[src/rtl/hazard_scoreboard.sv]
// hazard_scoreboard: stall and forwarding controller for the D stage of the
// pipelined MIPS core.
//
// Each post-decode stage has one shadow slot (slot 0 = E). A slot holds a
// pending GPR write: valid bit, destination register, and tnew. tnew is the
// number of cycles left until the result can be forwarded. The block compares
// each D-stage source operand against the slots. From that it decides whether
// D must freeze, and which stage (if any) the operand is forwarded from. It
// also tracks how long the mult/div unit stays busy.
//
// Ports:
//   clk          rising-edge clock
//   reset        asynchronous, active-low; clears all state
//   issue_*      instruction leaving D for E (valid, wen, dst, tnew, md, div)
//   src_addr/src_tuse/src_en  per-operand source register, use time, enable
//   uses_md      D instruction touches HI/LO or the mult/div unit
//   stall        freeze F/D and inject a bubble into E
//   issue_ack    issue_valid & ~stall
//   fwd_sel      per operand, 3 bits: 0 = register file, k = slot k-1
//   md_busy      mult/div unit busy
module hazard_scoreboard #(
  parameter int NSTAGE   = 3,
  parameter int NSRC     = 2,
  parameter int AW       = 5,
  parameter int TW       = 2,
  parameter int MULT_LAT = 5,
  parameter int DIV_LAT  = 10
) (
  input  logic               clk,
  input  logic               reset,
  input  logic               issue_valid,
  input  logic               issue_wen,
  input  logic [AW-1:0]      issue_dst,
  input  logic [TW-1:0]      issue_tnew,
  input  logic               issue_md,
  input  logic               issue_div,
  input  logic [NSRC*AW-1:0] src_addr,
  input  logic [NSRC*TW-1:0] src_tuse,
  input  logic [NSRC-1:0]    src_en,
  input  logic               uses_md,
  output logic               stall,
  output logic               issue_ack,
  output logic [NSRC*3-1:0]  fwd_sel,
  output logic               md_busy
);

  localparam int MD_MAX = (DIV_LAT > MULT_LAT) ? DIV_LAT : MULT_LAT;
  localparam int CW     = $clog2(MD_MAX + 1);

  logic [NSTAGE-1:0] vld_q, vld_d;
  logic [AW-1:0]     dst_q  [NSTAGE];
  logic [AW-1:0]     dst_d  [NSTAGE];
  logic [TW-1:0]     tnew_q [NSTAGE];
  logic [TW-1:0]     tnew_d [NSTAGE];
  logic              md_e_q, md_e_d;
  logic [CW-1:0]     md_cnt_q, md_cnt_d;
  logic [NSRC-1:0]   op_stall;
  logic              md_stall;

  function automatic logic [TW-1:0] sat_dec(input logic [TW-1:0] t);
    return (t == '0) ? '0 : t - 1'b1;
  endfunction

  assign md_busy   = (md_cnt_q != '0);
  // md_e_q covers the cycle where a mult/div has just entered E.
  assign md_stall  = uses_md & (md_busy | md_e_q);
  assign stall     = (|op_stall) | md_stall;
  assign issue_ack = issue_valid & ~stall;

  // Operand resolution: only the youngest (lowest-index) match counts.
  always_comb begin
    logic          found;
    logic [AW-1:0] a;
    op_stall = '0;
    fwd_sel  = '0;
    for (int i = 0; i < NSRC; i++) begin
      found = 1'b0;
      a     = src_addr[i*AW +: AW];
      for (int k = 0; k < NSTAGE; k++) begin
        if (!found && src_en[i] && (a != '0) && vld_q[k] && (dst_q[k] == a)) begin
          found = 1'b1;
          if (tnew_q[k] > src_tuse[i*TW +: TW]) begin
            op_stall[i] = 1'b1;
          end else if (tnew_q[k] == '0) begin
            fwd_sel[i*3 +: 3] = 3'(k + 1);
          end
        end
      end
    end
  end

  // Next state of the shadow pipeline and the mult/div counter.
  always_comb begin
    vld_d[0]  = issue_ack & issue_wen & (issue_dst != '0);
    dst_d[0]  = issue_dst;
    tnew_d[0] = issue_tnew;
    for (int k = 1; k < NSTAGE; k++) begin
      vld_d[k]  = vld_q[k-1];
      dst_d[k]  = dst_q[k-1];
      tnew_d[k] = sat_dec(tnew_q[k-1]);
    end
    md_e_d   = issue_ack & issue_md;
    md_cnt_d = md_cnt_q;
    if (issue_ack && issue_md) begin
      md_cnt_d = issue_div ? CW'(DIV_LAT) : CW'(MULT_LAT);
    end else if (md_cnt_q != '0) begin
      md_cnt_d = md_cnt_q - 1'b1;
    end
  end

  // Stage boundary: D -> E and onward through the tracked stages.
  always_ff @(posedge clk or negedge reset) begin
    if (!reset) begin
      vld_q    <= '0;
      md_e_q   <= 1'b0;
      md_cnt_q <= '0;
      for (int k = 0; k < NSTAGE; k++) begin
        dst_q[k]  <= '0;
        tnew_q[k] <= '0;
      end
    end else begin
      vld_q    <= vld_d;
      md_e_q   <= md_e_d;
      md_cnt_q <= md_cnt_d;
      for (int k = 0; k < NSTAGE; k++) begin
        dst_q[k]  <= dst_d[k];
        tnew_q[k] <= tnew_d[k];
      end
    end
  end

endmodule

[config.mk]
export PLATFORM = sky130hd
export DESIGN_NAME = hazard_scoreboard
export DESIGN_NICKNAME = d
export VERILOG_FILES = /design/src/rtl/hazard_scoreboard.sv
export SDC_FILE = /design/constraint.sdc
export NUM_CORES = 1
export LEC_CHECK = 0
export ABC_AREA = 1
export BUFFER_PORTS_ARGS = -buffer_cell sky130_fd_sc_hd__buf_2
export CAP_MARGIN = 10
export CORE_MARGIN = 1.5
export CORE_UTILIZATION = 45
export CTS_BUF_LIST = sky130_fd_sc_hd__clkbuf_8
export DETAILED_ROUTE_END_ITERATION = 10
export GPL_TIMING_DRIVEN = 0
export PLACE_DENSITY = 0.63
export SLEW_MARGIN = 20
export SYNTH_ARGS = -nofsm -noshare
export SYNTH_HDL_FRONTEND = slang
export SYNTH_SLANG_ARGS = --single-unit
[constraint.sdc]
create_clock -name clk -period 3.75 [get_ports clk]
set_clock_uncertainty 0.05 [all_clocks]
set_input_delay 0.375 -clock clk [delete_from_list [all_inputs] [get_ports clk]]
set_output_delay 0.375 -clock clk [all_outputs]
set_load 0.1 [all_outputs]
==> results by group, run 1 <==
Timing
  – RSZ-0062 raised after global routing: false
  – FMAX: 360 MHz
  – Final-report max-slew violation count: 0
  – Slew @ Worst Pin: 650 ps
  – Hold_ws: 73.1 ps
  – Post-layout min period: 2780 ps
  – Final hold vios: 0
  – Crit share post-route: 74.1%
  – Final setup vio count: 0
  – Slew margin rel.: 56.6%
  – Total negative setup slack: 0 ps

Clock network
  – Post-CTS Repair Setup Buffers: 0
  – PostCTS Resize Cnt: 0
  – Clock buffer depth: 2
  – CTS buffer count: 5
  – Clock Latency Late Sink: 280 ps
  – Clock Tree Root: clkbuf_8
  – CTS tree: done
  – Clk slew on worst S/H paths: 70 ps
  – H-tree levels: 2
  – # hold bufs at CTS: 0
  – Num Clock Sinks: 29

Global routing
  – GRT overflow: 0
  – Initial antenna violation count: 0
  – Largest net degree at the start of global routing: 30
  – First-pass GRT wire length: 7.93 mm
  – Vias in the first global route: 1797
  – Gr usage total: 20.0%

Route
  – Initial DRC count: 146
  – Via/cell ratio: 4.84
  – Post-Route WL: 4.68 mm
  – DR DRC count: 0
  – Drt first pass iters: 4
  – Final ANT Viol Nets: 0
  – DR vias: 1970
  – Routed WL per cell: 11.5 um

Setup path
  – Nature of the critical path endpoint: output pin
  – Worst Setup SP: tnew_q[1]
  – Crit path max fanout: 4
  – Worst Path Arrival: 2350 ps
  – Most frequent CP cell: inv_1
  – Crit-path slowest cell: or4_1
  – FF-to-FF path depth: 13
  – Startpoint types: flip-flop
  – CP peak stage delay: 530 ps
  – Critical path class: flip-flop to output pin
  – R2R setup slack: 1810 ps
  – CP Capture Point: fwd_sel[0]
  – CP Cell Sequence: ha_1 -> inv_1 -> o21ai_0 -> nand2_1 -> inv_1 -> or4_1 -> o31ai_1 -> buf_2
  – Reg2Reg Launch Point: md_cnt_q[0]
  – RR Endpoint: md_cnt_q[1]
  – CP required: 3320 ps

Cells and area
  – Ratio of cells with drive above 1 in the final layout: 21.1%
  – Inserted Diodes: 0
  – NumNets Final: 398
  – Most common cell after layout, fill and taps aside: nand2_1
  – Most frequent cells in the layout: nand2_1, inv_1, buf_2
  – Synth-to-Final Area Change: 16.7%

Pwr
  – Cell Pwr Density: 401 mW/mm2
  – Pleak: 1.45 nW
  – Max VDD drop: 371 uV

Placed design
  – Post-DP HPWL: 3.83 mm
  – Port Buffers: 36
  – RePlAce Congestion: 0.877

Outcome
  – Status: completed

Die
  – IO Pins: 39
  – Row count: 24
  – Starting Density: 47.6%
  – Die Height: 71.3 um
  – Total core area: 0.00441 mm2
  – Die width: 71.3 um
  – Die ar.: 0.00509 mm2

Yosys
  – Synthesized flop and latch total: 29
  – Warnings, synthesis: 0
  – Avg Cell Area, Syn: 6.78 um2
  – Cells after Synth: 310
  – Mapped Area: 0.00210 mm2
  – Sequential fraction of the synthesis area: 34.5%
  – Library cells used by synthesis: 28

Worst hold path
  – HP Class: input port to async pin

Job
  – Max cap viols: 0
## critical path, delay by kind of cell, from the launching register on
kind | cells | cell delay [ps]
AO/OA/AOI/OAI | 2 | 180
adder cells (fa/ha/maj) | 1 | 300
buffers and inverters | 3 | 580
flip-flops | 1 | 420
AND/OR/NAND/NOR | 2 | 590
## flip-flops by register name, summed over array words and instances (netlist names)
name	cells
dst_q	5
vld_q	3
md_e_q	1
dst_d	10
tnew_q	6
md_cnt_q	4
## routing by layer
layer | global-route usage, % | vias up | wire (um) | share of wire (%)
met5 | 0 | - | 0 | 0
met4 | 5.24 | 0 | 50 | 1.1
met3 | 4.64 | 4 | 295 | 6.3
met2 | 31.9 | 57 | 2080 | 44
met1 | 27.6 | 867 | 2250 | 48
li1 | - | 1042 | - | -
## power breakdown
group	internal, W	total [W]	switching (W)	leakage, nW
clock	0.000166	0.000283	0.000117	0.0542
sequential	0.000351	0.000381	0.0000300	0.352
combinational	0.000108	0.000321	0.000212	1.05
## final cells by class
cell class,instances,area [um2]
Fill cell,442,1960
Multi-Input combinational cell,219,1140
Sequential cell,29,726
Inverter,61,229
Timing Repair Buffer,36,180
Clock buffer,7,96.3
Tap cell,52,65.1
Buffer,2,15.0
Clock inverter,1,5.00
## kinds of logic after synthesis
group	after synthesis	synth area share, %
simple gates	174	36.2
buf+inv	63	11.6
flops	29	34.5
compound gates	24	7.02
fa+ha+maj	14	8.33
xor+xnor	5	2.08
other cells	1	0.178
## through the flow
step	worst slack, ps	total power, W	instance area [um2]	instances	utilization [%]
global route	821	0.00107	2450	407	55.6
global placement	1110	0.000705	2350	399	53.3
finish	971	0.000985	2450	407	55.6
floorplan	234	0.000633	2110	311	-
detailed placement	1100	0.000708	2350	399	53.3
CTS	947	0.000997	2450	407	55.6
## cell usage after synthesis
cell / n / area share [%]
nand4_1: 4 / 1.2
nand4_4: 1 / 1.0
a21oi_2: 2 / 0.83
or4_1: 1 / 0.36
nand3_2: 3 / 1.4
nor2_4: 1 / 0.54
o21ai_2: 1 / 0.42
inv_2: 10 / 1.8
o21ai_1: 2 / 0.48
a2bb2oi_1: 1 / 0.42
a22oi_1: 2 / 0.71
xnor2_1: 2 / 0.83
o211ai_1: 1 / 0.36
buf_4: 2 / 0.71
conb_1: 1 / 0.18
nand2_1: 99 / 18
inv_1: 51 / 9.1
nor2_2: 7 / 2.1
nor3_1: 2 / 0.48
o21ai_0: 9 / 2.1
dfrtp_1: 29 / 35
nand3_1: 17 / 4.0
o31ai_1: 2 / 0.71
xor2_1: 3 / 1.3
nor2_1: 35 / 6.3
ha_1: 14 / 8.3
a21oi_1: 4 / 0.95
nand2_2: 4 / 1.2
## worst min path at each step
stage / cells past startpoint / slack, ps / end / start
after floorplan: 0 / 30 / dst_d[0] / reset
final: 1 / 70 / dst_d[2] / reset
after global placement: 0 / 360 / dst_q[0] / dst_d[0]
after CTS: 1 / 100 / md_e_q / reset
after detailed placement: 0 / 350 / dst_q[0] / dst_d[0]
after global routing: 1 / 120 / dst_d[4] / reset
(Power assumes the default switching activity.)
==> run 2: changes to the inputs <==
--- a/config.mk
+++ b/config.mk
@@ -5,7 +5,7 @@
 export SDC_FILE = /design/constraint.sdc
 export NUM_CORES = 1
 export LEC_CHECK = 0
-export ABC_AREA = 1
+export ABC_AREA = 0
 export BUFFER_PORTS_ARGS = -buffer_cell sky130_fd_sc_hd__buf_2
 export CAP_MARGIN = 10
 export CORE_MARGIN = 1.5
@@ -13,7 +13,7 @@
 export CTS_BUF_LIST = sky130_fd_sc_hd__clkbuf_8
 export DETAILED_ROUTE_END_ITERATION = 10
 export GPL_TIMING_DRIVEN = 0
-export PLACE_DENSITY = 0.63
+export PLACE_DENSITY = 0.67
 export SLEW_MARGIN = 20
 export SYNTH_ARGS = -nofsm -noshare
 export SYNTH_HDL_FRONTEND = slang
==> constraint.sdc (replaced) <==
create_clock -name clk -period 2.4 [get_ports clk]
set_clock_uncertainty 0.05 [all_clocks]
set_input_delay 0.24 -clock clk [delete_from_list [all_inputs] [get_ports clk]]
set_output_delay 0.24 -clock clk [all_outputs]
set_load 0.1 [all_outputs]
==> results by group, run 2 <==
Outcome
  – Status: finished with violations
  – Failing checks: setup timing

Yosys
  – Sequential fraction of the synthesis area: 40.8%
  – Xor/xnor share of the synthesized area: 15.8%
  – Ys async rst share: 100%
  – Largest family of logic cells by synthesized area: simple AND/OR/NAND/NOR gates
  – Post-synth top area cell: dfrtp_1
  – Area contributors post-synth: dfrtp_1, xor2_1, ha_1, xnor2_1, inv_1
  – Library cells used by synthesis: 38
  – Most used DFF post-synth: dfrtp_1
  – Multiplexer share of the synthesized area: 4.01%
  – Warnings, synthesis: 0
  – Mapped Area: 0.00178 mm2
  – Post-Synth Adder-Cell Area: 9.85%
  – Post-synthesis compound-gate area fraction: 9.70%
  – Synth top cells by count: dfrtp_1, xor2_1, ha_1
  – Post-Synth Simple-Gate Area: 16.5%
  – Top-count cell post-synth: dfrtp_1
  – Top cell type's share of synthesized area: 40.8%
  – Synthesized flop and latch total: 29
  – Cells after Synth: 167
  – Number of synthesized flops with an enable pin: 0
  – Avg Cell Area, Syn: 10.7 um2

Die
  – Total core area: 0.00372 mm2
  – Die Height: 65.9 um
  – Row count: 22
  – Die ar.: 0.00434 mm2
  – Die width: 65.9 um
  – Starting Density: 47.9%
  – IO Pins: 39

Setup path
  – Startpoint types: flip-flop
  – Worst Path Arrival: 2250 ps
  – Reg2Reg Launch Point: dst_d[6]
  – CP required: 2110 ps
  – CP Capture Point: issue_ack
  – Worst Setup SP: dst_d[6]
  – Crit path max fanout: 3
  – R2R setup slack: 10 ps
  – Critical path class: flip-flop to output pin
  – RR Endpoint: md_cnt_q[1]
  – Nature of the critical path endpoint: output pin
  – FF-to-FF path depth: 8

Global routing
  – GRT overflow: 0
  – Largest net degree at the start of global routing: 30
  – Vias in the first global route: 1376
  – First-pass GRT wire length: 6.11 mm
  – Gr usage total: 19.2%
  – Initial antenna violation count: 0

Pwr
  – Max VDD drop: 430 uV
  – Clk pwr share: 25.0%
  – Seq pwr share: 38.8%
  – Switching part of the total: 34.6%
  – Pleak: 1.10 nW
  – Internal power: 0.00102 W
  – Comb pwr share: 36.3%
  – Cell Pwr Density: 674 mW/mm2
  – Psw: 0.000538 W
  – Tot Pwr: 0.00156 W

Clock network
  – CTS tree: done
  – CTS buffer count: 5
  – Clock Latency Late Sink: 280 ps
  – Clock buffer depth: 2
  – Clk slew on worst S/H paths: 60 ps
  – H-tree levels: 2
  – Clock Tree Root: clkbuf_8
  – Num Clock Sinks: 29

Cells and area
  – Multi-input logic area: 0.00108 mm2
  – Ratio of cells with drive above 1 in the final layout: 35.5%
  – Most frequent cells in the layout: buf_2, dfrtp_1, xor2_1
  – NumNets Final: 261
  – Register area: 726 um2
  – Synth-to-Final Area Change: 29.6%
  – Largest register FFs: 10
  – Inserted Diodes: 0
  – Fillers: 336
  – Most common cell after layout, fill and taps aside: buf_2

Timing
  – Final setup vio count: 2
  – Slew margin rel.: 56.4%
  – Crit share post-route: 106%
  – Post-layout min period: 2540 ps
  – FMAX: 393 MHz
  – Slew @ Worst Pin: 654 ps
  – Final-report max-slew violation count: 0
  – Hold_ws: 16.2 ps
  – RSZ-0062 raised after global routing: true
  – Worst Slack Setup Final: -143 ps
  – Final hold vios: 0

Route
  – DR vias: 1377
  – DR DRC count: 0
  – Routed WL per cell: 14.2 um
  – Initial DRC count: 20
  – Drt first pass iters: 4
  – Final ANT Viol Nets: 0
  – Via/cell ratio: 5.20
  – Post-Route WL: 3.76 mm

Placed design
  – Port Buffers: 36
  – Post-DP HPWL: 3.02 mm
  – RePlAce Congestion: 0.783

Worst hold path
  – HP Class: input port to flip-flop

Job
  – Max cap viols: 0
run 2: cell count changes after synthesis, moves of 7 or more:
cell,change
nor2_2,-7
nor2_1,-27
inv_2,-10
nand2_1,-90
inv_1,-40
nand3_1,-15
xor2_1,+23
run 2: area by class of cell:
type | instances | area share [%]
buffer | 2 | 0.651
clock buffer | 6 | 3.58
clock inverter | 1 | 0.163
inverter | 11 | 1.79
multi-input combinational | 126 | 46.9
sequential | 29 | 31.5
tap | 48 | 2.60
timing repair buffer | 42 | 12.8
run 2: what timing repair did:
action                                  in CTS  in global routing
hold buffers                                 1                  0
endpoints found under the setup margin       8                 10
hold endpoints to repair                    29                  0
setup buffers                                5                  0
gates resized for setup                     19                  9
pin swaps                                    8                  0
run 2: worst min-delay path by stage:
stage | start | end | slack [ps] | depth (start not counted)
2_1_floorplan | reset | dst_d[0] | -110 | 0
3_3_place_gp | reset | dst_d[0] | 240 | 1
3_5_place_dp | reset | dst_d[0] | 250 | 1
4_1_cts | issue_tnew[0] | tnew_q[4] | 10 | 1
5_1_grt | issue_tnew[0] | tnew_q[4] | 3 | 1
6_report | issue_tnew[0] | tnew_q[4] | 20 | 1
run 2: cells by family (layout without fill, tap and decap cells):
kind of cell	Yosys count	after routing
AND/OR/NAND/NOR	50	50
XOR/XNOR	32	32
flip-flops	29	29
AO/OA/AOI/OAI	22	22
adder cells (fa/ha/maj)	14	14
buffers and inverters	13	62
multiplexers	6	6
other	1	2
run 2: metal layers:
metal | vias up | track usage, % | share of wire (%)
met5 | - | 0 | 0
met3 | 6 | 4.60 | 5.0
met1 | 657 | 22.8 | 43
met2 | 40 | 33.8 | 51
li1 | 674 | - | -
met4 | 0 | 6.51 | 1.5
run 2: worst max-delay path, cell delays in order, from the launching register on:
cell and delay (ps):
dfrtp_1 410, xor2_1 160, nor4_2 330, a31oi_1 210, a32oi_2 300, o21ai_4 120
nor3_4 240, buf_12 220
run 2: per-stage QoR:
stage               setup WS (ps)  area (um2)  utilization (%)  instances  setup TNS [ps]
floorplan                    -142        1830                -        168            -169
global placement             -158        2070             55.8        252            -351
detailed placement           -234        2070             55.8        252            -535
CTS                          -124        2270             61.2        265            -234
global route                 -218        2310             62.1        265            -676
finish                       -143        2310             62.1        265            -261
run 2: power by group through the flow:
stage          registers (W)  logic (W)  clock network (W)
3_5_place_dp        0.000611   0.000531                  0
5_1_grt             0.000610   0.000614           0.000420
2_1_floorplan       0.000598   0.000424                  0
4_1_cts             0.000602   0.000566           0.000401
6_report            0.000603   0.000564           0.000388
3_3_place_gp        0.000607   0.000507                  0
